--- config.mk ---
export PLATFORM = sky130hd
export DESIGN_NAME = ps2_scan_decoder_flat
export DESIGN_NICKNAME = d
export VERILOG_FILES = /design/src/rtl/ps2_scan_decoder_if.sv /design/src/rtl/ps2_scan_decoder.sv /design/src/flat_wrapper.sv
export SDC_FILE = /design/constraint.sdc
export NUM_CORES = 1
export LEC_CHECK = 0
export CAP_MARGIN = 15
export CORE_MARGIN = 2
export CORE_UTILIZATION = 40
export CTS_BUF_LIST = sky130_fd_sc_hd__clkbuf_16
export CTS_CLUSTER_SIZE = 16
export DETAILED_ROUTE_END_ITERATION = 10
export GPL_TIMING_DRIVEN = 0
export MAX_ROUTING_LAYER = met4
export PLACE_DENSITY = 0.71
export SLEW_MARGIN = 25
export SYNTH_ARGS = -nofsm -noshare
export SYNTH_HDL_FRONTEND = slang
export SYNTH_SLANG_ARGS = --single-unit
export TNS_END_PERCENT = 30
--- constraint.sdc ---
create_clock -name clk -period 6.8 [get_ports clk]
set_clock_uncertainty 0.2 [all_clocks]
set_input_delay 1.36 -clock clk [delete_from_list [all_inputs] [get_ports clk]]
set_output_delay 1.36 -clock clk [all_outputs]
set_load 0.01 [all_outputs]
--- src/rtl/ps2_scan_decoder_if.sv ---
// Connects the PS/2 receiver and the key-event consumer to the scan-code decoder.
// The master drives the receiver bytes and rd_en; the slave returns the head key event and FIFO status.
interface ps2_scan_decoder_if;
  logic [7:0] code;
  logic       tick;
  logic       correct;
  logic       rd_en;
  logic [7:0] ev_code;
  logic       ev_ext;
  logic       ev_rel;
  logic       empty;
  logic       full;
  logic       overflow;
  logic       frame_err;

  modport master (
    output code, tick, correct, rd_en,
    input  ev_code, ev_ext, ev_rel, empty, full, overflow, frame_err
  );

  modport slave (
    input  code, tick, correct, rd_en,
    output ev_code, ev_ext, ev_rel, empty, full, overflow, frame_err
  );
endinterface

--- src/rtl/ps2_scan_decoder.sv ---
// Folds scan-code set 2 E0/F0 prefixes into {ext, rel, code} key events and
// queues them in a small first-word-fall-through FIFO for the consumer.
module ps2_scan_decoder #(
  parameter int unsigned DEPTH = 4,
  parameter int unsigned AW    = 2
) (
  input logic               clk,
  input logic               rst,
  ps2_scan_decoder_if.slave bus
);

  localparam int unsigned CW = AW + 1;

  typedef struct packed {
    logic       ext;
    logic       rel;
    logic [7:0] code;
  } key_event_t;

  typedef enum logic [1:0] {IDLE, EXT, BRK, EXT_BRK} state_t;

  state_t     state_q, state_d;
  logic       push_c;
  key_event_t push_ev_c;
  logic       good_c, bad_c, special_c;

  key_event_t        mem [DEPTH];
  logic [AW-1:0]     wr_ptr, rd_ptr;
  logic [CW-1:0]     count, count_d;
  logic              empty_q, full_q, overflow_q, frame_err_q;
  logic              pop_c, wr_c, drop_c;

  assign good_c    = bus.tick & bus.correct;
  assign bad_c     = bus.tick & ~bus.correct;
  // Device responses and error codes never form a key event.
  assign special_c = (bus.code == 8'hAA) || (bus.code == 8'hFA) || (bus.code == 8'hEE) ||
                     (bus.code == 8'hFE) || (bus.code == 8'h00) || (bus.code == 8'hFF);

  always_ff @(posedge clk) begin
    if (!rst) state_q <= IDLE;
    else      state_q <= state_d;
  end

  // Prefix tracking and event generation.
  always_comb begin
    state_d        = state_q;
    push_c         = 1'b0;
    push_ev_c      = '0;
    push_ev_c.code = bus.code;
    if (bad_c) begin
      state_d = IDLE;
    end else if (good_c) begin
      if (special_c) begin
        state_d = IDLE;
      end else begin
        unique case (state_q)
          IDLE: begin
            if (bus.code == 8'hE0)      state_d = EXT;
            else if (bus.code == 8'hF0) state_d = BRK;
            else                        push_c  = 1'b1;
          end
          EXT: begin
            if (bus.code == 8'hF0)      state_d = EXT_BRK;
            else if (bus.code != 8'hE0) begin
              push_c        = 1'b1;
              push_ev_c.ext = 1'b1;
              state_d       = IDLE;
            end
          end
          BRK: begin
            if (bus.code == 8'hE0)      state_d = EXT_BRK;
            else if (bus.code != 8'hF0) begin
              push_c        = 1'b1;
              push_ev_c.rel = 1'b1;
              state_d       = IDLE;
            end
          end
          EXT_BRK: begin
            if ((bus.code != 8'hE0) && (bus.code != 8'hF0)) begin
              push_c        = 1'b1;
              push_ev_c.ext = 1'b1;
              push_ev_c.rel = 1'b1;
              state_d       = IDLE;
            end
          end
          default: state_d = IDLE;
        endcase
      end
    end
  end

  // A pop on a full FIFO frees the slot the push then lands in.
  assign pop_c   = bus.rd_en & ~empty_q;
  assign wr_c    = push_c & (~full_q | pop_c);
  assign drop_c  = push_c & full_q & ~pop_c;
  assign count_d = count + CW'(wr_c) - CW'(pop_c);

  always_ff @(posedge clk) begin
    if (!rst) begin
      for (int unsigned i = 0; i < DEPTH; i++) mem[i] <= '0;
      wr_ptr      <= '0;
      rd_ptr      <= '0;
      count       <= '0;
      empty_q     <= 1'b1;
      full_q      <= 1'b0;
      overflow_q  <= 1'b0;
      frame_err_q <= 1'b0;
    end else begin
      if (wr_c) begin
        mem[wr_ptr] <= push_ev_c;
        wr_ptr      <= wr_ptr + AW'(1);
      end
      if (pop_c) rd_ptr <= rd_ptr + AW'(1);
      count       <= count_d;
      empty_q     <= (count_d == CW'(0));
      full_q      <= (count_d == CW'(DEPTH));
      overflow_q  <= overflow_q | drop_c;
      frame_err_q <= bad_c;
    end
  end

  assign bus.ev_code   = mem[rd_ptr].code;
  assign bus.ev_ext    = mem[rd_ptr].ext;
  assign bus.ev_rel    = mem[rd_ptr].rel;
  assign bus.empty     = empty_q;
  assign bus.full      = full_q;
  assign bus.overflow  = overflow_q;
  assign bus.frame_err = frame_err_q;

endmodule

--- src/flat_wrapper.sv ---
// flat-port wrapper written by rule: the top's interface ports become plain ports
module ps2_scan_decoder_flat 
#(
  parameter int unsigned DEPTH = 4,
  parameter int unsigned AW    = 2
)
  (clk, rst, bus_code, bus_tick, bus_correct, bus_rd_en, bus_ev_code, bus_ev_ext, bus_ev_rel, bus_empty, bus_full, bus_overflow, bus_frame_err);
  ps2_scan_decoder_if bus_i ();
  input logic clk;
  input logic rst;
  input wire logic [$bits(bus_i.code)-1:0] bus_code;
  input wire logic [$bits(bus_i.tick)-1:0] bus_tick;
  input wire logic [$bits(bus_i.correct)-1:0] bus_correct;
  input wire logic [$bits(bus_i.rd_en)-1:0] bus_rd_en;
  output wire logic [$bits(bus_i.ev_code)-1:0] bus_ev_code;
  output wire logic [$bits(bus_i.ev_ext)-1:0] bus_ev_ext;
  output wire logic [$bits(bus_i.ev_rel)-1:0] bus_ev_rel;
  output wire logic [$bits(bus_i.empty)-1:0] bus_empty;
  output wire logic [$bits(bus_i.full)-1:0] bus_full;
  output wire logic [$bits(bus_i.overflow)-1:0] bus_overflow;
  output wire logic [$bits(bus_i.frame_err)-1:0] bus_frame_err;
  assign bus_i.code = bus_code;
  assign bus_i.tick = bus_tick;
  assign bus_i.correct = bus_correct;
  assign bus_i.rd_en = bus_rd_en;
  assign bus_ev_code = bus_i.ev_code;
  assign bus_ev_ext = bus_i.ev_ext;
  assign bus_ev_rel = bus_i.ev_rel;
  assign bus_empty = bus_i.empty;
  assign bus_full = bus_i.full;
  assign bus_overflow = bus_i.overflow;
  assign bus_frame_err = bus_i.frame_err;
  ps2_scan_decoder #(.DEPTH(DEPTH), .AW(AW)) u_core (.clk(clk), .rst(rst), .bus(bus_i));
endmodule
==> metrics.json, run 1 <==
{
  "status": {
    "outcome": "complete, no violations"
  },
  "clocking": {
    "cts_inserted_buffers": 5,
    "ctsHoldBuffers": 0,
    "cts_setup_buffers": 0,
    "tritoncts": "yes",
    "worst_skew_pair.late_latency_ns": 0.28,
    "ctsRootBufferMaster": "clkbuf_16",
    "max-clock-path-buffers": 2,
    "htreeDepth": 2,
    "count_of_clock_tree_sinks": 55,
    "post_cts_resized": 0,
    "cts.reportedPaths.clkPinSlew_ns": 0.06
  },
  "setup_path": {
    "crit_required_ns": 6.74,
    "crit_type": "input pin to flop",
    "crit_fanout": 10,
    "timing.rr.start": "u_core.bus.empty$_SDFF_PN1_",
    "regToRegEndpoint": "u_core.bus.full$_SDFF_PN0_",
    "crit_path_end_kind": "flop",
    "r2r_setup_slack_ns": 4.22,
    "setup_crit_start_kind": "input pin",
    "cp.arrival_ns": 4.15,
    "worstRegToRegCells": 11
  },
  "sta": {
    "fin_ws_ns": 2.591,
    "period_share": 0.6190,
    "report.final.slew_viol_count": 0,
    "max-slew-margin-rel": 0.5352,
    "tmin_final_ns": 4.209,
    "hold_violations": 0,
    "unrepaired_setup_endpoints_after_global_routing": "no",
    "tightest_slew_ns": 0.6972,
    "totalNegativeSetupSlack_ns": 0,
    "max_freq_mhz": 237.6,
    "finalSetupViolations": 0
  },
  "yosys": {
    "post_synth_num_cell_types": 39,
    "synth_area_um2": 2401,
    "synth_nets": 205,
    "synth.yosys.seq_area_share": 0.6253,
    "yosysWarnings": 0,
    "syn_avg_cell_area_um2": 12.70,
    "ys_ff_latch": 55,
    "syn-instance-count": 189
  },
  "global_route": {
    "grt_use_total": 0.1634,
    "grt_overflow": 0,
    "grt_pass1_wl_um": 7562,
    "first_global_vias": 1463,
    "grt_max_degree": 16,
    "antenna_found_initial": 0
  },
  "die": {
    "die_h_um": 81.48,
    "initial_utilization": 0.4104,
    "die_x_um": 81.48,
    "io_pins": 27,
    "placement_rows": 28,
    "die_area_um2": 6638,
    "core_area_um2": 5851
  },
  "placement": {
    "placed_cells_incl_taps": 290,
    "place_worst_setup_slack_ns": 2.297,
    "placedInstanceArea_um2": 2769,
    "globalplace.congestion": 0.7690,
    "numPortBuffers": 26,
    "place.detailed.hpwl_um": 3328
  },
  "cells_and_area": {
    "syn_to_final_growth_pct": 21.00,
    "layout.cells.most_common_list": "40 x nor2_1, 40 x edfxtp_1, 26 x clkdlybuf4s50_1",
    "drive_above_1_share": 0.1525,
    "antenna_cells_inserted": 0,
    "design.final.nets": 238,
    "final_area_um2": 2905,
    "instances_no_fill": 298
  },
  "detailed_routing": {
    "num_vias": 1517,
    "drt-wirelength-per-cell_um": 16.10,
    "drt-total-wl_um": 4799,
    "drt_first_iter_violations": 158,
    "vias_per_cell": 5.091,
    "drc": 0,
    "route.antenna.remaining_nets": 0,
    "firstDrtPassIters": 5
  },
  "hold_path": {
    "min_path_cells": 1,
    "min_to": "u_core.bus.overflow$_SDFF_PN0_",
    "holdCritPathClass": "flop to flop",
    "hold_start": "u_core.bus.overflow$_SDFF_PN0_"
  },
  "pwr": {
    "power.density_cell_area_nw_per_um2": 288.4,
    "maximum_ir_drop_on_the_vdd_rail_mv": 0.1566,
    "static-leakage-power_nw": 1.033,
    "totalPowerFinal_uw": 837.8
  },
  "job": {
    "cap_viol_max_count": 0
  }
}
-- where the power goes --
group          total [mW]  leakage, nW  switching (mW)  internal, mW
combinational       0.198        0.424          0.0974         0.101
clock               0.234       0.0701           0.102         0.133
sequential          0.406        0.539          0.0129         0.393
total               0.838         1.03           0.212         0.626
-- registers in the layout, indices dropped and copies added, names as in the netlist, named ones only --
signal	count
u_core.bus.empty	1
u_core.rd_ptr	2
u_core.wr_ptr	2
u_core.count	3
u_core.bus.overflow	1
u_core.state_q	2
u_core.mem	40
u_core.bus.full	1
u_core.bus.frame_err	1
-- per-layer routing --
| metal | wire length [um] | track usage |
|---|---|---|
| met5 | 0 | - |
| met4 | 40 | 0.04576 |
| met3 | 283 | 0.03297 |
| met2 | 2276 | 0.2566 |
| met1 | 2198 | 0.2180 |
-- cell usage after synthesis (all sizes together) --
cell,number,share of area
xor2,2,0.0073
o21a,1,0.0031
and2,2,0.0052
a21oi,3,0.0063
a21o,1,0.0031
fa,1,0.0083
and3,2,0.0057
nor2,49,0.088
xnor2,3,0.011
ha,2,0.010
nor3,1,0.0021
mux4,10,0.094
nand3,3,0.0063
o31ai,1,0.0031
nand4,1,0.0026
a211oi,1,0.0052
o2bb2ai,1,0.0036
dfxtp,15,0.13
o2111ai,1,0.0063
edfxtp,40,0.50
o21ba,1,0.0042
nand2,17,0.027
clkinv,1,0.0016
clkbuf,3,0.0047
inv,7,0.011
buf,5,0.013
o221ai,1,0.0036
o21ai,4,0.0083
nand2b,3,0.0078
nor4,3,0.0078
or3,3,0.0099
o211ai,1,0.0052
-- stage by stage --
step           utilization  hold slack [ns]
6_report            0.4966           0.2769
5_1_grt             0.4966           0.3064
4_1_cts             0.4966           0.2866
3_5_place_dp        0.4733           0.2660
3_3_place_gp        0.4709           0.2535
2_1_floorplan            -           0.2496
-- cells by family after synthesis --
group,after synthesis,synth area share
DFF,55,0.6253
and+or+nand+nor,84,0.1621
buffers and inverters,16,0.02970
adders and majority gates,3,0.01876
xor gates and xnor gates,5,0.01824
AOI/OAI and AO/OA,16,0.05211
muxes,10,0.09380
-- worst max-delay path by stage --
stage / cells after the start / endpoint / startpoint
floorplan: 4 / u_core.mem[3][0]$_DFFE_PP_ / bus_code[2]
global placement: 5 / u_core.mem[3][2]$_DFFE_PP_ / bus_code[4]
detailed placement: 11 / u_core.bus.empty$_SDFF_PN1_ / bus_code[0]
CTS: 11 / u_core.bus.empty$_SDFF_PN1_ / bus_code[0]
global route: 11 / u_core.bus.empty$_SDFF_PN1_ / bus_code[0]
finish: 11 / u_core.bus.empty$_SDFF_PN1_ / bus_code[4]
-- worst max-delay path, cell delays in order --
cell             delay (ns)
clkdlybuf4s50_1        0.54
nor4_1                 0.33
a211oi_2               0.12
o211ai_2               0.28
clkbuf_1               0.50
inv_1                  0.12
ha_1                   0.20
inv_1                  0.06
fa_1                   0.43
nand2b_1               0.11
o21ai_0                0.08
-- final cells by class --
| cell class | instances | area, um^2 |
|---|---|---|
| fill | 505 | 2945 |
| timing repair buffer | 26 | 260.3 |
| tap | 75 | 93.84 |
| inverter | 8 | 30.03 |
| clock buffer | 5 | 125.1 |
| sequential | 55 | 1501 |
| multi-input combinational | 118 | 842.1 |
| buffer | 8 | 41.29 |
| clock inverter | 3 | 11.26 |
No activity file was read; power rests on OpenSTA's default activity.
==> inputs of run 2 (changes only) <==
--- a/config.mk
+++ b/config.mk
@@ -13,7 +13,7 @@
 export DETAILED_ROUTE_END_ITERATION = 10
 export GPL_TIMING_DRIVEN = 0
 export MAX_ROUTING_LAYER = met4
-export PLACE_DENSITY = 0.71
+export PLACE_DENSITY = 0.73
 export SLEW_MARGIN = 25
 export SYNTH_ARGS = -nofsm -noshare
 export SYNTH_HDL_FRONTEND = slang
==> constraint.sdc (replaced) <==
create_clock -name clk -period 3.63 [get_ports clk]
set_clock_uncertainty 0.2 [all_clocks]
set_input_delay 0.726 -clock clk [delete_from_list [all_inputs] [get_ports clk]]
set_output_delay 0.726 -clock clk [all_outputs]
set_load 0.01 [all_outputs]
==> metrics.json, run 2 (synthesis results as in run 1) <==
{
  "setup_path": {
    "setup_crit_start_kind": "input pin",
    "timing.critical_path.cells": "clkdlybuf4s50_1, nor4_1, o21ai_1, o211ai_2, clkbuf_2, inv_1, ha_1, inv_1, fa_1, nand2b_1, o21ai_0",
    "crit_required": {"value": 3.57, "unit": "ns", "change": "-3.17 ns"},
    "crit_type": "input pin to flop",
    "worst_path_largest_cell_delay": {"value": 0.51, "unit": "ns", "change": "-0.03 ns"},
    "path_depth": {"value": 11, "change": "unchanged"},
    "worstRegToRegCells": {"value": 11, "change": "unchanged"},
    "cp.arrival": {"value": 3.37, "unit": "ns", "change": "-0.78 ns"},
    "crit_path_end_kind": "flop",
    "most_used_cell_cp": "inv_1",
    "crit_fanout": {"value": 10, "change": "unchanged"},
    "buf_inv_on_cp": {"value": 4, "change": "unchanged"},
    "regToRegEndpoint": "u_core.bus.full$_SDFF_PN0_",
    "critPathSlowestCell": "nor4_1",
    "timing.rr.start": "u_core.bus.empty$_SDFF_PN1_",
    "critPathTopFamily": "buffers and inverters",
    "r2r_setup_slack": {"value": 1.23, "unit": "ns", "change": "-2.99 ns"}
  },
  "detailed_routing": {
    "route.antenna.remaining_nets": {"value": 0, "change": "unchanged"},
    "drc": {"value": 0, "change": "unchanged"},
    "drt_first_iter_violations": {"value": 80, "change": "-49%"},
    "firstDrtPassIters": {"value": 4, "change": "-1"},
    "vias_per_cell": {"value": 4.983, "change": "-2.1%"},
    "drt-total-wl": {"value": 4611, "unit": "um", "change": "-3.9%"},
    "num_vias": {"value": 1490, "change": "-1.8%"},
    "drt-wirelength-per-cell": {"value": 15.42, "unit": "um", "change": "-4.2%"}
  },
  "pwr": {
    "static-leakage-power": {"value": 1.047, "unit": "nW", "change": "+1.4%"},
    "share_of_total_power_in_sequential_cells": {"value": 0.484, "change": "about the same"},
    "clockPowerShare": {"value": 0.284, "change": "+0.004"},
    "maximum_ir_drop_on_the_vdd_rail": {"value": 0.2847, "unit": "mV", "change": "+82%"},
    "sw_pwr": {"value": 394.2, "unit": "uW", "change": "+86%"},
    "totalPowerFinal": {"value": 1.566, "unit": "mW", "change": "+87%"},
    "intPower": {"value": 1.172, "unit": "mW", "change": "+87%"},
    "power.density_cell_area": {"value": 539.1, "unit": "nW/um^2", "change": "+87%"},
    "power.switching_fraction": {"value": 0.2517, "change": "-0.001399"},
    "share_comb_of_total_power": {"value": 0.232, "change": "-0.004"}
  },
  "placement": {
    "place_worst_setup_slack": {"value": -0.2290, "unit": "ns", "change": "-2.526 ns"},
    "numPortBuffers": {"value": 26, "change": "unchanged"},
    "place.detailed.hpwl": {"value": 3258, "unit": "um", "change": "-2.1%"},
    "placed_cells_incl_taps": {"value": 291, "change": "+0.34%"},
    "globalplace.congestion": {"value": 0.7635, "change": "-0.72%"}
  },
  "sta": {
    "totalNegativeSetupSlack": {"value": 0, "unit": "ns", "change": "unchanged"},
    "period_share": 0.9442,
    "hold-worst-slack": {"value": 0.2744, "unit": "ns", "change": "-0.002564 ns"},
    "tightest_slew": {"value": 0.6441, "unit": "ns", "change": "-0.05312 ns"},
    "report.final.slew_viol_count": {"value": 0, "change": "unchanged"},
    "tmin_final_ns": 3.427,
    "max-slew-margin-rel": {"value": 0.5706, "change": "+0.03541"},
    "finalSetupViolations": {"value": 0, "change": "unchanged"},
    "unrepaired_setup_endpoints_after_global_routing": "no",
    "hold_violations": {"value": 0, "change": "unchanged"},
    "max_freq_mhz": 291.8,
    "fin_ws": {"value": 0.2026, "unit": "ns", "change": "-2.388 ns"}
  },
  "status": {
    "outcome": "complete, no violations"
  },
  "die": {
    "placement_rows": {"value": 28, "change": "unchanged"},
    "die_x": {"value": 81.48, "unit": "um", "change": "unchanged"},
    "initial_utilization": {"value": 0.4104, "change": "unchanged"},
    "die_area": {"value": 6638, "unit": "um^2", "change": "unchanged"},
    "core_area": {"value": 5851, "unit": "um^2", "change": "unchanged"},
    "io_pins": {"value": 27, "change": "unchanged"},
    "die_h": {"value": 81.48, "unit": "um", "change": "unchanged"}
  },
  "clocking": {
    "count_of_clock_tree_sinks": {"value": 55, "change": "unchanged"},
    "htreeDepth": {"value": 2, "change": "unchanged"},
    "worst_skew_pair.late_latency": {"value": 0.28, "unit": "ns", "change": "about the same"},
    "cts_inserted_buffers": {"value": 5, "change": "unchanged"},
    "tritoncts": "yes",
    "max-clock-path-buffers": {"value": 2, "change": "unchanged"},
    "ctsRootBufferMaster": "clkbuf_16",
    "cts.reportedPaths.clkPinSlew": {"value": 0.06, "unit": "ns", "change": "about the same"}
  },
  "global_route": {
    "gr-usage-met3": {"value": 0.03736, "change": "+0.004396"},
    "grt_max_degree": {"value": 16, "change": "unchanged"},
    "met1_usage": {"value": 0.2122, "change": "-0.005786"},
    "grt_use_total": {"value": 0.1619, "change": "-0.001580"},
    "grt_overflow": {"value": 0, "change": "unchanged"},
    "first_global_vias": {"value": 1523, "change": "+4.1%"},
    "antenna_found_initial": {"value": 0, "change": "unchanged"},
    "grt.busiest_layer": "met2",
    "globalRouteMet2Util": {"value": 0.2508, "change": "-0.005738"},
    "grt_pass1_wl": {"value": 7610, "unit": "um", "change": "+0.63%"}
  },
  "cells_and_area": {
    "num-fill-cells": {"value": 518, "change": "+2.6%"},
    "layout.cells.most_common_list": "40 x nor2_1, 40 x edfxtp_1, 26 x clkdlybuf4s50_1",
    "regs_by_ff_count": "u_core.mem: 40 flops, u_core.count: 3 flops",
    "seqCellArea": {"value": 1501, "unit": "um^2", "change": "unchanged"},
    "antenna_cells_inserted": {"value": 0, "change": "unchanged"},
    "drive_above_1_share": {"value": 0.1607, "change": "+0.008248"},
    "syn_to_final_growth": {"value": 21.00, "unit": "%", "change": "unchanged"},
    "largest-register": "u_core.mem",
    "design.final.nets": {"value": 239, "change": "+0.42%"},
    "instances_no_fill": {"value": 299, "change": "+0.34%"},
    "multi_input_comb_area": {"value": 833.3, "unit": "um^2", "change": "-1.0%"},
    "largest_register_ffs": {"value": 40, "change": "unchanged"}
  },
  "hold_path": {
    "min_path_cells": {"value": 1, "change": "unchanged"},
    "min_to": "u_core.bus.overflow$_SDFF_PN0_",
    "holdCritPathClass": "flop to flop",
    "hold_start": "u_core.bus.overflow$_SDFF_PN0_"
  },
  "job": {
    "cap_viol_max_count": {"value": 0, "change": "unchanged"}
  }
}
-- run 2: worst max path at each step --
stage,startpoint,to,slack [ns]
floorplan,bus_code[2],u_core.mem[3][0]$_DFFE_PP_,0.74
global placement,bus_code[6],u_core.mem[3][2]$_DFFE_PP_,-0.38
detailed placement,bus_code[0],u_core.bus.empty$_SDFF_PN1_,-0.23
CTS,bus_code[0],u_core.bus.empty$_SDFF_PN1_,0.05
global route,bus_code[0],u_core.bus.empty$_SDFF_PN1_,0.02
finish,bus_code[0],u_core.bus.empty$_SDFF_PN1_,0.20
-- run 2: per-layer routing --
layer | share of wire | routed length (um)
met1 | 0.44 | 2033
met2 | 0.48 | 2195
met3 | 0.064 | 295
met4 | 0.019 | 87
met5 | 0 | 0
-- run 2: final cells by class --
cell class / instances / area share
Tap cell: 75 / 0.03230
Timing Repair Buffer: 27 / 0.09216
Multi-Input combinational cell: 118 / 0.2868
Inverter: 8 / 0.01034
Buffer: 8 / 0.01464
Sequential cell: 55 / 0.5168
Clock buffer: 5 / 0.04307
Clock inverter: 3 / 0.003876
-- run 2: per-stage QoR --
stage / util / instance area (um^2)
after floorplan: - / 2401
after global placement: 0.4709 / 2755
after detailed placement: 0.4731 / 2768
after CTS: 0.4964 / 2904
after global routing: 0.4966 / 2905
final: 0.4966 / 2905
-- run 2: what timing repair did --
action | in CTS | in global routing
resized for setup | 0 | 2
setup endpoints to repair | 0 | 3
hold buffers | 0 | 0
setup buffers | 0 | 0
-- run 2: power by group through the flow --
| stage | sequential, mW | clock, mW | combinational, mW |
|---|---|---|---|
| after floorplan | 0.771 | 0 | 0.230 |
| after CTS | 0.759 | 0.453 | 0.371 |
| after global routing | 0.765 | 0.482 | 0.404 |
| after detailed placement | 0.772 | 0 | 0.369 |
| final | 0.759 | 0.445 | 0.363 |
| after global placement | 0.771 | 0 | 0.362 |
==> variant 1 (flow settings as in run 2) <==
Re-encode `state_t` (4 states) as one-hot, 4 bits wide.
--- a/src/rtl/ps2_scan_decoder.sv
+++ b/src/rtl/ps2_scan_decoder.sv
@@ -17,7 +17,7 @@
     logic [7:0] code;
   } key_event_t;
 
-  typedef enum logic [1:0] {IDLE, EXT, BRK, EXT_BRK} state_t;
+  typedef enum logic [3:0] {IDLE = 4'b0001, EXT = 4'b0010, BRK = 4'b0100, EXT_BRK = 4'b1000} state_t;
 
   state_t     state_q, state_d;
   logic       push_c;
Behaviour: same outputs for any inputs over 4 cycles, from zero or initial values and one cycle with rst low; so few cycles prove little.
==> variant 1 against run 2 <==
Critical path type unchanged. Cell area grew 15%. Synthesized cell count grew 11%. Setup slack lost 0.027 ns. Total power grew 19%. Global-route usage grew 0.85 points. Area after synthesis grew 13%. Register-to-register slack lost 0.41 ns. Hold slack gained 0.019 ns. Critical endpoint is now u_core.bus.full. Sequential cell count grew 2. Routed wire length grew 21%. Clock power grew 61%. First-iteration DRC count is the same. Maximum frequency shrank 0.79%. Critical path depth shrank 1.
==> variant 1: results (changes against run 2) <==
| Result | Value | Unit | Delta |
|:---|:---|:---|:---|
| Actual slew at the worst max-slew pin | 0.975 | ns | was 0.644 ns |
| Length in cells of the worst reg-to-reg path | 6 | - | was 11 |
| Number of nets in the layout | 265 | - | was 239 |
| Biggest cell delay along the critical path | 0.60 | ns | was 0.51 ns |
| Filler cell count in the final layout | 596 | - | was 518 |
| Static leakage | 1.24 | nW | was 1.05 nW |
| Switching Power | 0.466 | mW | was 0.394 mW |
| Share of the synthesized netlist area taken by xor and xnor gates | 1.95 | % | was 1.82% |
| Reg2reg end | u_core.mem[1][0] | - | was u_core.bus.full |
| Tcrit/Tclk final | 95.2 | % | was 94.4% |
| Total number of vias | 1,764 | - | was 1,490 |
| Placed Cells incl. Taps | 314 | - | was 291 |
| Hold Path Depth | 2 | - | was 1 |
| Startpoint of the most critical setup path | bus_code[2] | - | was bus_code[0] |
| Final standard cell count with taps included and fillers excluded | 330 | - | was 299 |
| Multiplexer area fraction after synthesis | 8.34 | % | was 9.38% |
| Seq. pwr | 0.779 | mW | was 0.759 mW |
| Outcome | completed | - | unchanged |
| RePlAce Congestion | 0.836 | - | was 0.764 |
| Worst slack at placement | -0.185 | ns | was -0.229 ns |
| Slowest cell on the critical path | sky130_fd_sc_hd__or4_1 | - | was sky130_fd_sc_hd__nor4_1 |
| Post-place instance area | 0.00307 | sq mm | was 0.00277 sq mm |
| Capture point of the worst path | u_core.bus.full | - | was u_core.bus.empty |
| Netlist cell types | 49 | - | was 39 |
| Post-Synth Adder-Cell Area | 1.67 | % | was 1.88% |
| Dominant cells by area after synthesis | sky130_fd_sc_hd__edfxtp_1 44%, sky130_fd_sc_hd__dfxtp_1 13%, sky130_fd_sc_hd__mux4_2 8.3%, sky130_fd_sc_hd__and2_1 7.6%, sky130_fd_sc_hd__nor2_1 2.1% | - | was sky130_fd_sc_hd__edfxtp_1 50%, sky130_fd_sc_hd__dfxtp_1 13%, sky130_fd_sc_hd__mux4_2 9.4%, sky130_fd_sc_hd__nor2_1 6.3%, sky130_fd_sc_hd__nand2_1 2.7% |
| First-pass GRT wire length | 9.19 | mm | was 7.61 mm |
| Post-synth top area share | 44.5 | % | was 50.0% |
| Fraction of final layout cells with drive strength greater than 1 | 15.8 | % | was 16.1% |
| Via count of the first global-routing pass | 1,850 | - | was 1,523 |
| Mean post-synth cell area | 12.9 | sq um | was 12.7 sq um |
| Sw Share | 25.1 | % | was 25.2% |
| Detail Placement HPWL | 3.78 | mm | was 3.26 mm |
| Most frequent cells after synthesis | 40 x sky130_fd_sc_hd__edfxtp_1, 33 x sky130_fd_sc_hd__and2_1, 17 x sky130_fd_sc_hd__dfxtp_1 | - | was 40 x sky130_fd_sc_hd__edfxtp_1, 40 x sky130_fd_sc_hd__nor2_1, 17 x sky130_fd_sc_hd__nand2_1 |
| Smallest hold slack | 0.293 | ns | was 0.274 ns |
| Registers with the most flip-flops | u_core.mem x40, u_core.state_q x4, u_core.count x3 | - | was u_core.mem x40, u_core.count x3 |
| Total CTS buffers | 9 | - | was 5 |
variant 1: cell count changes in the layout (fill, tap and decap cells not counted), sizes merged, moves of 3 or more:
cell	before	now
a211o	0	3
nand2	17	10
nor2b	0	4
o22ai	0	4
nor2	49	15
and2	2	33
clkinv	1	5
nor3	1	4
variant 1: per-layer routing:
metal | track usage (%) | vias up | routed length (microns)
li1 | - | 860 | -
met1 | 19.8 | 856 | 2400
met2 | 27.7 | 43 | 2860
met3 | 6.38 | 5 | 248
met4 | 5.26 | 0 | 51
met5 | - | - | 0
variant 1: cell type report:
| class | instances | area (sq um) | share of cell area (%) |
|---|---|---|---|
| plain buffers | 6 | 33.8 | 1.01 |
| clock inverters | 6 | 27.5 | 0.823 |
| clock buffers | 9 | 225 | 6.74 |
| repair buffers | 28 | 278 | 8.31 |
| flip-flops and latches | 57 | 1540 | 46.1 |
| multi-input cells | 138 | 1110 | 33.1 |
| inverters | 9 | 33.8 | 1.01 |
| well taps | 77 | 96.3 | 2.88 |
==> variant 2 (config.mk and constraints of run 2) <==
Made on the original files. `DEPTH` is set to 4 in 2 places; all go to 8.
--- a/src/rtl/ps2_scan_decoder.sv
+++ b/src/rtl/ps2_scan_decoder.sv
@@ -1,7 +1,7 @@
 // Folds scan-code set 2 E0/F0 prefixes into {ext, rel, code} key events and
 // queues them in a small first-word-fall-through FIFO for the consumer.
 module ps2_scan_decoder #(
-  parameter int unsigned DEPTH = 4,
+  parameter int unsigned DEPTH = 8,
   parameter int unsigned AW    = 2
 ) (
   input logic               clk,
--- a/src/flat_wrapper.sv
+++ b/src/flat_wrapper.sv
@@ -1,7 +1,7 @@
 // flat-port wrapper written by rule: the top's interface ports become plain ports
 module ps2_scan_decoder_flat 
 #(
-  parameter int unsigned DEPTH = 4,
+  parameter int unsigned DEPTH = 8,
   parameter int unsigned AW    = 2
 )
   (clk, rst, bus_code, bus_tick, bus_correct, bus_rd_en, bus_ev_code, bus_ev_ext, bus_ev_rel, bus_empty, bus_full, bus_overflow, bus_frame_err);
Function: changed (a bounded check fails within 4 cycles, from zero or initial values and one cycle with rst low).
==> variant 2 against run 2 <==
Global-route usage grew 0.35 points. Register-to-register slack got worse by 0.15 ns. Non-clock buffer count up 9. Hold slack gained 0.0090 ns. Routed wire length rose by 21%. Clock power increased by 5.8%. Highest routed layer unchanged. Sequential cell count unchanged. Area after synthesis increased by 12%. Cell area rose by 11%. Setup slack improved by 0.016 ns. Critical path type unchanged. Critical path depth shrank 1. Total power shrank 0.70%. Synthesized cell count increased by 7.4%.
==> variant 2: results (changes against run 2) <==
| Result | Value | Unit | Delta |
|:---|:---|:---|:---|
| Biggest cell delay along the critical path | 0.61 | ns | was 0.51 ns |
| Dominant cells by area after synthesis | sky130_fd_sc_hd__edfxtp_1 45%, sky130_fd_sc_hd__dfxtp_1 11%, sky130_fd_sc_hd__and3_1 9.8%, sky130_fd_sc_hd__mux4_2 8.4%, sky130_fd_sc_hd__ha_1 2.8% | - | was sky130_fd_sc_hd__edfxtp_1 50%, sky130_fd_sc_hd__dfxtp_1 13%, sky130_fd_sc_hd__mux4_2 9.4%, sky130_fd_sc_hd__nor2_1 6.3%, sky130_fd_sc_hd__nand2_1 2.7% |
| Detail Placement HPWL | 3.70 | mm | was 3.26 mm |
| Final WL | 5.57 | mm | was 4.61 mm |
| Final standard cell count with taps included and fillers excluded | 317 | - | was 299 |
| Fraction of final layout cells with drive strength greater than 1 | 14.6 | % | was 16.1% |
| Critical path's top delay family | simple AND/OR/NAND/NOR gates | - | was buffers and inverters |
| Share of the yosys chip area belonging to registers | 56.0 | % | was 62.5% |
| Slowest cell on the critical path | sky130_fd_sc_hd__or4_4 | - | was sky130_fd_sc_hd__nor4_1 |
| Most frequent cells after synthesis | 42 x sky130_fd_sc_hd__and3_1, 40 x sky130_fd_sc_hd__edfxtp_1, 15 x sky130_fd_sc_hd__dfxtp_1 | - | was 40 x sky130_fd_sc_hd__edfxtp_1, 40 x sky130_fd_sc_hd__nor2_1, 17 x sky130_fd_sc_hd__nand2_1 |
| Mean post-synth cell area | 13.2 | sq um | was 12.7 sq um |
| Static leakage | 1.30 | nW | was 1.05 nW |
| First-pass GRT wire length | 8.92 | mm | was 7.61 mm |
| Largest net degree at the start of global routing | 17 | - | was 16 |
| Post-place instance area | 0.00304 | sq mm | was 0.00277 sq mm |
| Pre-antenna DRT Iters | 6 | - | was 4 |
| RePlAce Congestion | 0.797 | - | was 0.764 |
| Critical path arrival | 3.44 | ns | was 3.37 ns |
| Outcome | completed | - | unchanged |
| Highest achievable clock rate | 0.293 | GHz | was 0.292 GHz |
| CP max FO | 8 | - | was 10 |
| Worst slack at placement | -0.244 | ns | was -0.229 ns |
| Peak VDD IR | 0.308 | mV | was 0.285 mV |
| Number of buffers added to fix hold violations after cts | 0 | - | unchanged |
| Smallest hold slack | 0.283 | ns | was 0.274 ns |
| Violation count after the first detailed-routing iteration | 133 | - | was 80 |
| Number of nets in the layout | 259 | - | was 239 |
| Worst-case headroom to the max-slew limit | 56.9 | % | was 57.1% |
| Routed via count divided by cell count | 5.50 | - | was 4.98 |
| Placed Cells incl. Taps | 306 | - | was 291 |
| Netlist cell types | 47 | - | was 39 |
| Via count of the first global-routing pass | 1,698 | - | was 1,523 |
variant 2: cells by family after synthesis:
group,synth area share [%]
multiplexers,9.52
AND/OR/NAND/NOR,17.2
buffers and inverters,4.80
adder cells (fa/ha/maj),3.54
AO/OA/AOI/OAI,7.65
XOR/XNOR,1.31
flip-flops,56.0
variant 2: report_power, final:
part	switching [mW]	internal (mW)	leakage, nW
logic	0.165	0.174	0.693
registers	0.0180	0.727	0.539
clock network	0.218	0.253	0.0726
total	0.401	1.15	1.30
variant 2: per-layer routing:
| layer | track usage (%) | part of all wire [%] | vias to the layer above |
|---|---|---|---|
| met1 | 22.0 | 45 | 846 |
| li1 | - | - | 835 |
| met4 | 5.48 | 1.6 | 0 |
| met5 | - | 0 | - |
| met3 | 2.89 | 3.7 | 12 |
| met2 | 25.9 | 50 | 50 |
variant 2: final cells by class:
class                   instances  area, sq um
flip-flops and latches         55         1500
multi-input cells             125         1070
clock buffers                   5          125
inverters                       8         30.0
repair buffers                 29          283
plain buffers                  15         98.8
well taps                      77         96.3
fillers                       571         3200
clock inverters                 3         16.3
variant 2: final timing paths:
path	start	cells past startpoint	endpoint
setup reg to reg	u_core.bus.empty	7	u_core.bus.empty
setup / recovery	bus_code[5]	10	u_core.bus.empty
hold / removal	u_core.bus.overflow	1	u_core.bus.overflow
hold reg to reg	u_core.bus.overflow	1	u_core.bus.overflow
variant 2: worst register-to-register path, stage by stage, from the launching register on:
cell and delay (ns):
sky130_fd_sc_hd__dfxtp_1 0.31, sky130_fd_sc_hd__nor2b_1 0.32, sky130_fd_sc_hd__o21ai_0 0.29, sky130_fd_sc_hd__a211oi_4 0.30
sky130_fd_sc_hd__ha_1 0.22, sky130_fd_sc_hd__fa_1 0.44, sky130_fd_sc_hd__nor4_1 0.27, sky130_fd_sc_hd__nand2b_1 0.14
